==> config.mk <==
export PLATFORM = sky130hd
export DESIGN_NAME = led_step_ctrl_flat
export DESIGN_NICKNAME = d
export VERILOG_FILES = /design/src/rtl/led_step_ctrl_pkg.sv /design/src/rtl/led_step_ctrl_if.sv /design/src/rtl/led_step_ctrl_key_debounce.sv /design/src/rtl/led_step_ctrl.sv /design/src/flat_wrapper.sv
export SDC_FILE = /design/constraint.sdc
export NUM_CORES = 1
export LEC_CHECK = 0
export BUFFER_PORTS_ARGS = -buffer_cell sky130_fd_sc_hd__buf_2
export CORE_MARGIN = 10
export CORE_UTILIZATION = 57
export CTS_BUF_LIST = sky130_fd_sc_hd__clkbuf_8
export CTS_CLUSTER_SIZE = 20
export DETAILED_ROUTE_END_ITERATION = 6
export PLACE_DENSITY = 0.73
export SETUP_SLACK_MARGIN = 0.4
export SLEW_MARGIN = 20
export SYNTH_ARGS = -nofsm -noshare
export SYNTH_HDL_FRONTEND = slang
export SYNTH_SLANG_ARGS = --single-unit
==> constraint.sdc <==
create_clock -name clk -period 2.8 [get_ports clk]
set_input_delay 0.14 -clock clk [delete_from_list [all_inputs] [get_ports clk]]
set_output_delay 0.14 -clock clk [all_outputs]
set_load 0.05 [all_outputs]
==> src/rtl/led_step_ctrl_pkg.sv <==
// rtl/led_step_ctrl_pkg.sv - shared constants and helpers for the LED step controller
package led_ctrl_pkg;

  // Key positions within key_n
  localparam int KEY_RUN = 0;
  localparam int KEY_DIR = 1;
  localparam int KEY_SPD = 2;

  // Direction encoding seen by the LED shifter
  localparam logic DIR_LEFT  = 1'b0;
  localparam logic DIR_RIGHT = 1'b1;

  // Speed setting: SPEED_CNT rates selected by a SPEED_W-bit index
  localparam int SPEED_W   = 2;
  localparam int SPEED_CNT = 4;

  // Cycle to the next speed, wrapping from the slowest-divided rate back to 0
  function automatic logic [SPEED_W-1:0] next_speed(input logic [SPEED_W-1:0] s);
    if (s == SPEED_W'(SPEED_CNT - 1)) begin
      return '0;
    end
    return s + 1'b1;
  endfunction

endpackage

==> src/rtl/led_step_ctrl_if.sv <==
// rtl/led_step_ctrl_if.sv - button inputs and step/dir/status outputs of the controller
interface led_step_ctrl_if;
  import led_ctrl_pkg::*;

  logic [2:0]         key_n;
  logic               step;
  logic               dir;
  logic               running;
  logic [SPEED_W-1:0] speed_idx;

  // Controller side: samples the buttons, drives the shifter controls
  modport master (
    input  key_n,
    output step,
    output dir,
    output running,
    output speed_idx
  );

  // Board/shifter side: drives the buttons, consumes the controls
  modport slave (
    output key_n,
    input  step,
    input  dir,
    input  running,
    input  speed_idx
  );

endinterface

==> src/rtl/led_step_ctrl_key_debounce.sv <==
// rtl/led_step_ctrl_key_debounce.sv - two-flop synchronizer plus counting debouncer for one button
module key_debounce #(
  parameter int DEBOUNCE_CYCLES = 240000
) (
  input  logic clk,
  input  logic rst,
  input  logic key_n_raw,
  output logic key_level,
  output logic press
);

  localparam int CW = (DEBOUNCE_CYCLES > 2) ? $clog2(DEBOUNCE_CYCLES) : 1;

  logic          sync1;
  logic          sync2;
  logic [CW-1:0] cnt;

  // Bring the asynchronous button into clk domain before anything looks at it
  always_ff @(posedge clk) begin
    if (rst) begin
      sync1 <= 1'b1;
      sync2 <= 1'b1;
    end else begin
      sync1 <= key_n_raw;
      sync2 <= sync1;
    end
  end

  // Accept a new level only after DEBOUNCE_CYCLES consecutive differing samples;
  // a released-to-pressed flip raises press for exactly one cycle
  always_ff @(posedge clk) begin
    if (rst) begin
      cnt       <= '0;
      key_level <= 1'b1;
      press     <= 1'b0;
    end else begin
      press <= 1'b0;
      if (sync2 == key_level) begin
        cnt <= '0;
      end else if (cnt == CW'(DEBOUNCE_CYCLES - 1)) begin
        cnt       <= '0;
        key_level <= sync2;
        press     <= ~sync2;
      end else begin
        cnt <= cnt + 1'b1;
      end
    end
  end

endmodule

==> src/rtl/led_step_ctrl.sv <==
// rtl/led_step_ctrl.sv - button-driven run/direction/speed control and step-rate divider
module led_step_ctrl
  import led_ctrl_pkg::*;
#(
  parameter int DEBOUNCE_CYCLES = 240000,
  parameter int BASE_DIV        = 1200000
) (
  input  logic            clk,
  input  logic            rst,
  led_step_ctrl_if.master bus
);

  localparam int CNT_W = $clog2(BASE_DIV);

  logic [2:0]       press;
  logic [2:0]       key_level_unused;
  logic [CNT_W-1:0] cnt;
  logic [CNT_W-1:0] div_m1;
  logic             at_end;
  logic             spd_ev;

  for (genvar k = 0; k < 3; k++) begin : g_key
    key_debounce #(
      .DEBOUNCE_CYCLES(DEBOUNCE_CYCLES)
    ) u_key (
      .clk      (clk),
      .rst      (rst),
      .key_n_raw(bus.key_n[k]),
      .key_level(key_level_unused[k]),
      .press    (press[k])
    );
  end

  // Terminal count of the divider for the current speed: BASE_DIV, /2, /4, /8
  always_comb begin
    div_m1 = CNT_W'((BASE_DIV >> bus.speed_idx) - 1);
    at_end = (cnt == div_m1);
    spd_ev = press[KEY_SPD];
  end

  // Settings registers and divider; a speed change restarts the count and
  // swallows a step that would have fired in the same cycle
  always_ff @(posedge clk) begin
    if (rst) begin
      cnt           <= '0;
      bus.step      <= 1'b0;
      bus.dir       <= DIR_LEFT;
      bus.running   <= 1'b1;
      bus.speed_idx <= '0;
    end else begin
      bus.step <= bus.running & at_end & ~spd_ev;

      if (spd_ev) begin
        cnt           <= '0;
        bus.speed_idx <= next_speed(bus.speed_idx);
      end else if (bus.running) begin
        cnt <= at_end ? '0 : cnt + 1'b1;
      end

      if (press[KEY_RUN]) begin
        bus.running <= ~bus.running;
      end

      if (press[KEY_DIR]) begin
        bus.dir <= (bus.dir == DIR_LEFT) ? DIR_RIGHT : DIR_LEFT;
      end
    end
  end

endmodule
==> src/flat_wrapper.sv <==
// flat-port wrapper written by rule: the top's interface ports become plain ports
module led_step_ctrl_flat import led_ctrl_pkg::*;
#(
  parameter int DEBOUNCE_CYCLES = 240000,
  parameter int BASE_DIV        = 1200000
)
  (clk, rst, bus_key_n, bus_step, bus_dir, bus_running, bus_speed_idx);
  led_step_ctrl_if bus_i ();
  input  logic clk;
  input  logic rst;
  input wire logic [$bits(bus_i.key_n)-1:0] bus_key_n;
  output wire logic [$bits(bus_i.step)-1:0] bus_step;
  output wire logic [$bits(bus_i.dir)-1:0] bus_dir;
  output wire logic [$bits(bus_i.running)-1:0] bus_running;
  output wire logic [$bits(bus_i.speed_idx)-1:0] bus_speed_idx;
  assign bus_i.key_n = bus_key_n;
  assign bus_step = bus_i.step;
  assign bus_dir = bus_i.dir;
  assign bus_running = bus_i.running;
  assign bus_speed_idx = bus_i.speed_idx;
  led_step_ctrl #(.DEBOUNCE_CYCLES(DEBOUNCE_CYCLES), .BASE_DIV(BASE_DIV)) u_core (.clk(clk), .rst(rst), .bus(bus_i));
endmodule
# After elaboration in Yosys (flattened, before gate mapping)

Index checks and enable logic that the tools add are counted.

Register bits after elaboration: 92

Shift operators: 1
$add $sub $neg: 6
Multiplexer cells: 7
Equality and inequality tests: 8
Reductions and logical operators: 10
Bitwise operators: 13

Operators by type and width:

| cell                    | number |
|---|---|
| $add A18 B1 Y18 const B | 3 |
| $eq A18 B18 Y1 const B  | 3 |
| $add A21 B1 Y21 const B | 1 |
| $eq A21 B21 Y1          | 1 |
| $mux W21                | 1 |
| $shr A21 B2 Y21 const A | 1 |
| $sub A21 B2 Y21 const B | 1 |
| $reduce_or A3 Y1        | 6 |
| $not A1 Y1              | 11 |
| $reduce_and A2 Y1       | 3 |
| $mux W1                 | 4 |
| $mux W2                 | 2 |
| $eq A1 B1 Y1            | 3 |
| $add A2 B1 Y2 const B   | 1 |
| $and A1 B1 Y1           | 2 |
| $eq A2 B2 Y1 const B    | 1 |
| $reduce_or A2 Y1        | 1 |

# Depth between registers and ports, before layout

Gate-level depths: netlist of run 1.

Depth after elaboration: 5
Mapped depth: 7
Gate-level depth less buffers: 6

# By module

From an unflattened synthesis of run 1, not the netlist that was laid out.

Cells, all modules: 467
Area total of the unflattened synthesis: 4237.8 um^2

Modules (own cells, without submodules):

| module        | cells each | area each (um^2) | instances | sequential area each (um^2) |
|---|---|---|---|---|
| key_debounce  | 105        | 959.7            | 3         | 440.4 |
| led_step_ctrl | 152        | 1358.8           | 1         | 520.5 |

# Worst setup path before layout of run 1

Ideal clock, no wire load.

Kind: reg2reg
Start: reg u_core.bus.speed_idx[1]
End: reg u_core.cnt[4]
Setup time: 133 ps
Path buffers: 1
Arrival time: 2408 ps
Setup slack: 259 ps
Stages on the path, launching flop included: 8
Path through: dfxtp_1 -> inv_1 -> ha_1 -> or3b_1 -> a211o_1 -> nor4_1 -> buf_2 -> o22ai_1

Cells in the longest elaborated chain, start to end: 4

RTL lines:

| item                   | line                   | text |
|---|---|---|
| from (decl)            | led_step_ctrl_if.sv:17 | `output speed_idx` |
| from (signal assigned) | led_step_ctrl.sv:55    | `bus.speed_idx <= next_speed(bus.speed_idx);` |
| $shr A21 B2 Y21        | led_step_ctrl.sv:36    | `div_m1 = CNT_W'((BASE_DIV >> bus.speed_idx) - 1);` |
| $sub A21 B2 Y21        | led_step_ctrl.sv:36    |  |
| $eq A21 B21 Y1         | led_step_ctrl.sv:37    | `at_end = (cnt == div_m1);` |
| $mux W21               | led_step_ctrl.sv:57    | `cnt <= at_end ? '0 : cnt + 1'b1;` |
| to (signal assigned)   | led_step_ctrl.sv:57    |  |
| to (decl)              | led_step_ctrl.sv:17    | `logic [CNT_W-1:0] cnt;` |

No other way between the ends.
A chain may end at the register's enable or synchronous reset.

# Final worst setup path of run 1

Ends and elaborated chain as after synthesis.

==> results.md, run 1 <==
* Status: completed
* Clock power frac at 38.5%
* CP endpoint kind: register
* # IOs at 10
* Startpoint types: register
* Mux contribution to synthesized area at 1.15%
* RR Startpoint: u_core.bus.speed_idx[1]
* Reg2reg end: u_core.cnt[4]
* TritonRoute pass-1 iters at 4
* DRT Wirelength at ~8.2 mm
* Starting density of the core at 59.4%
* H-tree levels at 3
* Slowest CP cell: dfxtp_2
* DRC viols at 0
* DR WL/cell at 13.4 µm
* Critical Path Max Stage Delay at about 0.40 ns
* Routability Congestion at 0.833
* Synth Warn # at 0
* Vias in the first global route at between 3000 and 4000
* Dpl cell area at ~0.0045 mm²
* Initial antenna violation count at 0
* Final net count at around 520
* CP cell instances: inv_1 -> ha_1 -> or3b_1 -> a211o_1 -> nor4_2 -> buf_4 -> o22ai_1
* Worst-Margin Slew at approximately 0.58 ns
* CP Max Fanout at 15
* Static leakage at ~1.5 nW
* Post-synth cell types at 46
* Clock Skews at roughly 0.010 ns
* IR Drop Worst-Case VDD at 0.332 mV
* Post-synth top flop: dfxtp_1
* CTS sink count at slightly above 90
* R2R setup slack at roughly 0.60 ns
* Worst hold path endpoint: u_core.bus.speed_idx[0]
* Power density over the cells at 471 mW/mm²
* Post-synth EDFFs at 0
* Ys async rst share at 0%
* Clock buffer depth at 2
* Worst-Skew Late Latency at about 0.35 ns
* Comb power frac at approximately 1.9%
* Post-Syn Area per Cell at between 8 and 9 µm²
* FF-to-FF path depth at 7
* Share of layout cells above drive strength 1 at slightly below 9%
* Slew HR at 61.1%
* Adder-Cell Fraction of Synth Area at ~3.2%
* Sw power at approximately 500 µW
* Site Rows at 31
* Synth Area in Simple Gates at 27.0%
* Syn Nets at approximately 520
* Synthesized instance count at 500
* Fill count at between 600 and 700
* # Post-CTS Setup Buffers at 0
* Syn-to-layout area delta at 8.24%
* Inserted Diodes at 0
* Pin count of the biggest net entering global routing at 23
* Net Sw Frac at a little under a quarter
* Hold path start: rst
* Final setup vio count at 0
* Chip Width at ~110 µm
* Mapped cell area at roughly 0.0044 mm²
* Unrepaired setup endpoints after global routing: no
* Fin crit share at about 78%
* Top cells by area, synth: dfxtp_1, xnor2_1, nor2_1
* Total negative slack at 0 ns
* CTS tree: done
* Synth top area share at 42.3%
* Total CTS buffers at 9
* Crit path DAT at around 2.4 ns
* Pins Over Slew Limit at 0
* Post-Synth XOR/XNOR Area at 12.7%
* Final HPWL DP at 5.62 mm
* CTS root buffer: clkbuf_8
* Critical path class: register to register
* Reg power frac at between 50% and 60%
* Remaining antenna violation count at 0
* Worst hold path type: input pin to register
* Top cell type by total area after synthesis: dfxtp_1
* Die Area at roughly 0.012 mm²
* Fraction of the mapped netlist area in compound gates at 10.0%
* CTS clk-pin slew, worst paths at 0.09 ns
* I/O Buffers at 9
* Most common cell after layout, fill and taps aside: dfxtp_1
* Worst endpoint required time at 3.02 ns
* Post-cts repair resize count at 0
* DRT iter0 DRCs at 82
* Internal at between 1.5 and 2 mW
* Via density per instance at between 5 and 6
* Final Hold Vio Count at 0
* Cell area after layout at 0.00472 mm²
* Grt total ovfl at 0
* Die Y at 107 µm
* Max Cap Violations at 0
* Core area at around 0.0073 mm²
* Overall Global Routing Usage at 15.1%
* Final min period at 2.20 ns
* Max Fclk at between 400 and 500 MHz
* Largest family of logic cells by synthesized area: simple AND/OR/NAND/NOR gates
* Post-synthesis sequential area ratio at between 40% and 50%
* Most frequent cells in the layout: dfxtp_1, nor2_1, xnor2_1
* Hold depth at 2
* Synth Register Bits at 92
* First-pass GRT wire length at between 10 and 15 mm
* Via count at between 3000 and 4000
==> how the worst max path moves through the flow <==
stage,startpoint,endpoint,slack [ns],depth (start not counted)
floorplan,u_core.bus.speed_idx[1],u_core.cnt[4],0.51,7
global placement,u_core.bus.speed_idx[1],u_core.cnt[4],0.72,7
detailed placement,u_core.bus.speed_idx[1],u_core.cnt[3],0.64,7
CTS,u_core.bus.speed_idx[1],u_core.cnt[4],0.62,7
global route,u_core.bus.speed_idx[1],u_core.cnt[7],0.51,7
finish,u_core.bus.speed_idx[1],u_core.cnt[4],0.60,7
==> power groups by stage <==
stage | clock, mW | sequential, mW | combinational, mW
6_report | 0.855 | 1.32 | 0.0422
5_1_grt | 0.931 | 1.33 | 0.0477
4_1_cts | 0.886 | 1.32 | 0.0428
3_5_place_dp | 0 | 1.36 | 0.0396
3_3_place_gp | 0 | 1.35 | 0.0388
2_1_floorplan | 0 | 1.35 | 0.0288
==> critical path: cells and delay by family (launching register included) <==
family | cells | cell delay [ns]
AO/OA/AOI/OAI | 2 | 0.42
adder cells (fa/ha/maj) | 1 | 0.20
buffers and inverters | 2 | 0.38
flip-flops | 1 | 0.40
AND/OR/NAND/NOR | 2 | 0.67
==> per-layer routing <==
metal	GRT usage (%)	routed length, µm
met4	4.10	102
met5	0	0
met1	19.6	3990
met2	23.9	3790
met3	4.19	314
==> repair_timing <==
| item | in CTS | in global routing |
|---|---|---|
| hold endpoints to repair | 3 | 0 |
| hold buffers | 3 | 0 |
| setup endpoints to repair | 0 | 0 |
==> metrics by stage <==
stage          setup slack (ns)  hold WS (ns)  std cells  total power, mW  util [%]
3_3_place_gp              0.718         0.325        593             1.39      61.3
3_5_place_dp              0.636         0.327        593             1.39      61.3
2_1_floorplan             0.511         0.244        500             1.38         -
4_1_cts                   0.615         0.109        612             2.25      64.3
6_report                  0.605         0.117        612             2.22      64.3
5_1_grt                   0.507         0.133        612             2.31      64.3
==> flip-flops by register name (all words and copies together), names as in the netlist <==
name,count
u_core.bus.dir,1
u_core.bus.running,1
u_core.g_key.u_key.sync2,3
u_core.g_key.u_key.key_level,3
u_core.cnt,21
u_core.g_key.u_key.press,3
u_core.bus.step,1
u_core.bus.speed_idx,2
u_core.g_key.u_key.sync1,3
u_core.g_key.u_key.cnt,54
==> synthesized netlist by cell type (2+ instances only) <==
master	n
nand4_1	19
a21oi_1	15
o31ai_1	4
and3_1	6
a21o_1	3
and3b_1	2
clkbuf_1	15
o211ai_1	2
nor3_1	15
nand3_1	27
buf_2	4
ha_1	11
or4_1	9
xor2_1	25
nor2_1	63
o2111ai_1	4
or3_1	4
a211oi_1	13
a31o_2	2
o41ai_1	6
nor3b_1	3
dfxtp_1	92
xnor2_1	38
and4_1	6
or2_2	8
nor4_1	21
o21ai_0	6
inv_1	22
o22ai_1	3
mux2i_1	5
nand2_1	32
==> final cells by class <==
type / count / area, µm² / share of cell area (%)
Sequential cell: 92 / 1840 / 39.1
Timing Repair Buffer: 17 / 113 / 2.39
Multi-Input combinational cell: 366 / 2360 / 50.0
Inverter: 22 / 82.6 / 1.75
Clock buffer: 11 / 151 / 3.21
Tap cell: 99 / 124 / 2.63
Clock inverter: 5 / 42.5 / 0.902
==> logic make-up (layout without fill, tap and decap cells) <==
family / after synthesis / in the layout
compound gates: 63 / 63
xor+xnor: 63 / 63
fa+ha+maj: 11 / 11
buf+inv: 42 / 55
flops: 92 / 92
mux: 5 / 5
simple gates: 224 / 224
(Power assumes the default switching activity.)
==> run 2: changes to the inputs <==
==> constraint.sdc (replaced) <==
create_clock -name clk -period 2.2 [get_ports clk]
set_input_delay 0.11 -clock clk [delete_from_list [all_inputs] [get_ports clk]]
set_output_delay 0.11 -clock clk [all_outputs]
set_load 0.05 [all_outputs]
==> results.md, run 2 (same netlist as run 1, synthesis figures left out) <==
* Status: completed
* DR WL/cell at roughly 14 µm
* Regs by FF count: u_core.g_key.u_key.cnt: 54 flops, u_core.cnt: 21 flops
* Core area at ~0.0073 mm²
* Max Fclk at around 490 MHz
* Internal at 2.14 mW
* Biggest register: u_core.g_key.u_key.cnt
* DRT Wirelength at just under 9 mm
* TritonRoute pass-1 iters at 4
* Critical path origin: u_core.bus.speed_idx[1]
* Via count at between 3000 and 4000
* Total negative slack at 0 ns
* Crit-path leading delay family: simple AND/OR/NAND/NOR gates
* Syn-to-layout area delta at 16.1%
* Most common cell after layout, fill and taps aside: dfxtp_1
* Final setup vio count at 0
* Pre-CTS WS at approximately 0.18 ns
* Final min period at roughly 2 ns
* Worst-Skew Late Latency at between 0.3 and 0.4 ns
* Clock buffer depth at 2
* CP Max Fanout at 6
* Worst endpoint required time at 2.50 ns
* Startpoint types: register
* Inserted Diodes at 0
* Critical path class: register to register
* Crit path DAT at 2.32 ns
* Max reg flops at 54
* Area occupied by multi-input gates at around 0.0025 mm²
* Most frequent cells in the layout: dfxtp_1, nor2_1, xnor2_1
* Starting density of the core at between 50% and 60%
* DRC viols at 0
* Fin crit share at a little over 90%
* Hold path start: rst
* DRT iter0 DRCs at roughly 140
* Slew HR at roughly two thirds
* RR Startpoint: u_core.bus.speed_idx[1]
* CP cell instances: inv_4 -> buf_6 -> ha_4 -> xnor2_2 -> a211o_1 -> nor4_4 -> buf_4 -> and3_1
* Worst-Margin Slew at 0.518 ns
* Fill count at 565
* Initial antenna violation count at 0
* First-pass GRT wire length at around 15 mm
* CTS clk-pin slew, worst paths at approximately 0.09 ns
* CP endpoint kind: register
* Routability Congestion at between 0.8 and 0.9
* IR Drop Worst-Case VDD at slightly below 0.4 mV
* Clock power frac at ~38%
* CTS sink count at 92
* H-tree levels at 3
* I/O Buffers at 9
* Overall Global Routing Usage at between 10% and 20%
* Total CTS buffers at 9
* Max Cap Violations at 0
* Worst hold path type: input pin to register
* Die Y at around 110 µm
* Power density over the cells at 551 mW/mm²
* CTS tree: done
* Unrepaired setup endpoints after global routing: yes
* Final net count at approximately 550
* Final HPWL DP at slightly below 6 mm
* WP buf/inv at 3
* Hold_ws at between 0.09 and 0.1 ns
* Slowest CP cell: dfxtp_4
* Final Instance Count excl. Fillers at between 600 and 700
* Sequential cell area at 0.00188 mm²
* Via density per instance at 5.71
* Clock Skews at between 0.01 and 0.015 ns
* Vias in the first global route at 3340
* Reg power frac at 60.2%
* Chip Width at 107 µm
* Die Area at 0.0115 mm²
* Critical Path Max Stage Delay at 0.37 ns
* Static leakage at 1.62 nW
* CTS root buffer: clkbuf_8
* Pin count of the biggest net entering global routing at 17
* # IOs at 10
* Pins Over Slew Limit at 0
* Remaining antenna violation count at 0
* Dpl cells at around 600
* Net Sw Frac at between 20 and 25%
* Final Hold Vio Count at 0
* Grt total ovfl at 0
* Site Rows at 31
* Share of layout cells above drive strength 1 at around a fifth
* Sw power at 644 µW
* Comb power frac at 2.1%
* Setup WS post-layout at ~0.18 ns
run 2: repair_timing:
action | in CTS | in global routing
gates resized for setup | 13 | 22
hold buffers | 3 | 0
buffers inserted | 4 | 10
pin swaps | 3 | 12
setup endpoints to repair | 29 | 43
endpoints found under the hold margin | 3 | 0
gates cloned | 1 | 0
run 2: layout make-up:
cell class / count / area share [%]
multi-input cells: 366 / 49.3
clock buffers: 10 / 2.72
well taps: 99 / 2.45
clock inverters: 6 / 0.940
repair buffers: 40 / 5.79
flip-flops and latches: 92 / 37.1
inverters: 22 / 1.68
run 2: path summary, 6_finish.rpt:
kind / endpoint / cells after the start / slack [ns]
setup / recovery: u_core.bus.step / 8 / 0.18
hold / removal: u_core.bus.dir / 2 / 0.1
hold reg to reg: u_core.g_key[1].u_key.sync2 / 1 / 0.42
setup reg to reg: u_core.bus.step / 8 / 0.18
run 2: per-layer routing:
layer,part of all wire [%],GRT usage (%)
met2,48,25.7
met4,1.7,5.34
met1,47,19.3
met3,3.1,2.81
met5,0,0
run 2: power by group through the flow:
stage | logic [mW] | registers [mW] | clock network [mW]
floorplan | 0.0366 | 1.72 | 0
global placement | 0.0508 | 1.72 | 0
detailed placement | 0.0539 | 1.72 | 0
CTS | 0.0584 | 1.68 | 1.07
global route | 0.0661 | 1.68 | 1.15
finish | 0.0590 | 1.68 | 1.05
run 2: metrics by stage:
stage               utilization (%)  cell area (µm²)  power, mW
CTS                            66.9             4900       2.81
finish                         69.0             5060       2.79
global placement               62.9             4610       1.77
global route                   69.0             5060       2.90
floorplan                         -             4440       1.75
detailed placement             62.9             4610       1.77
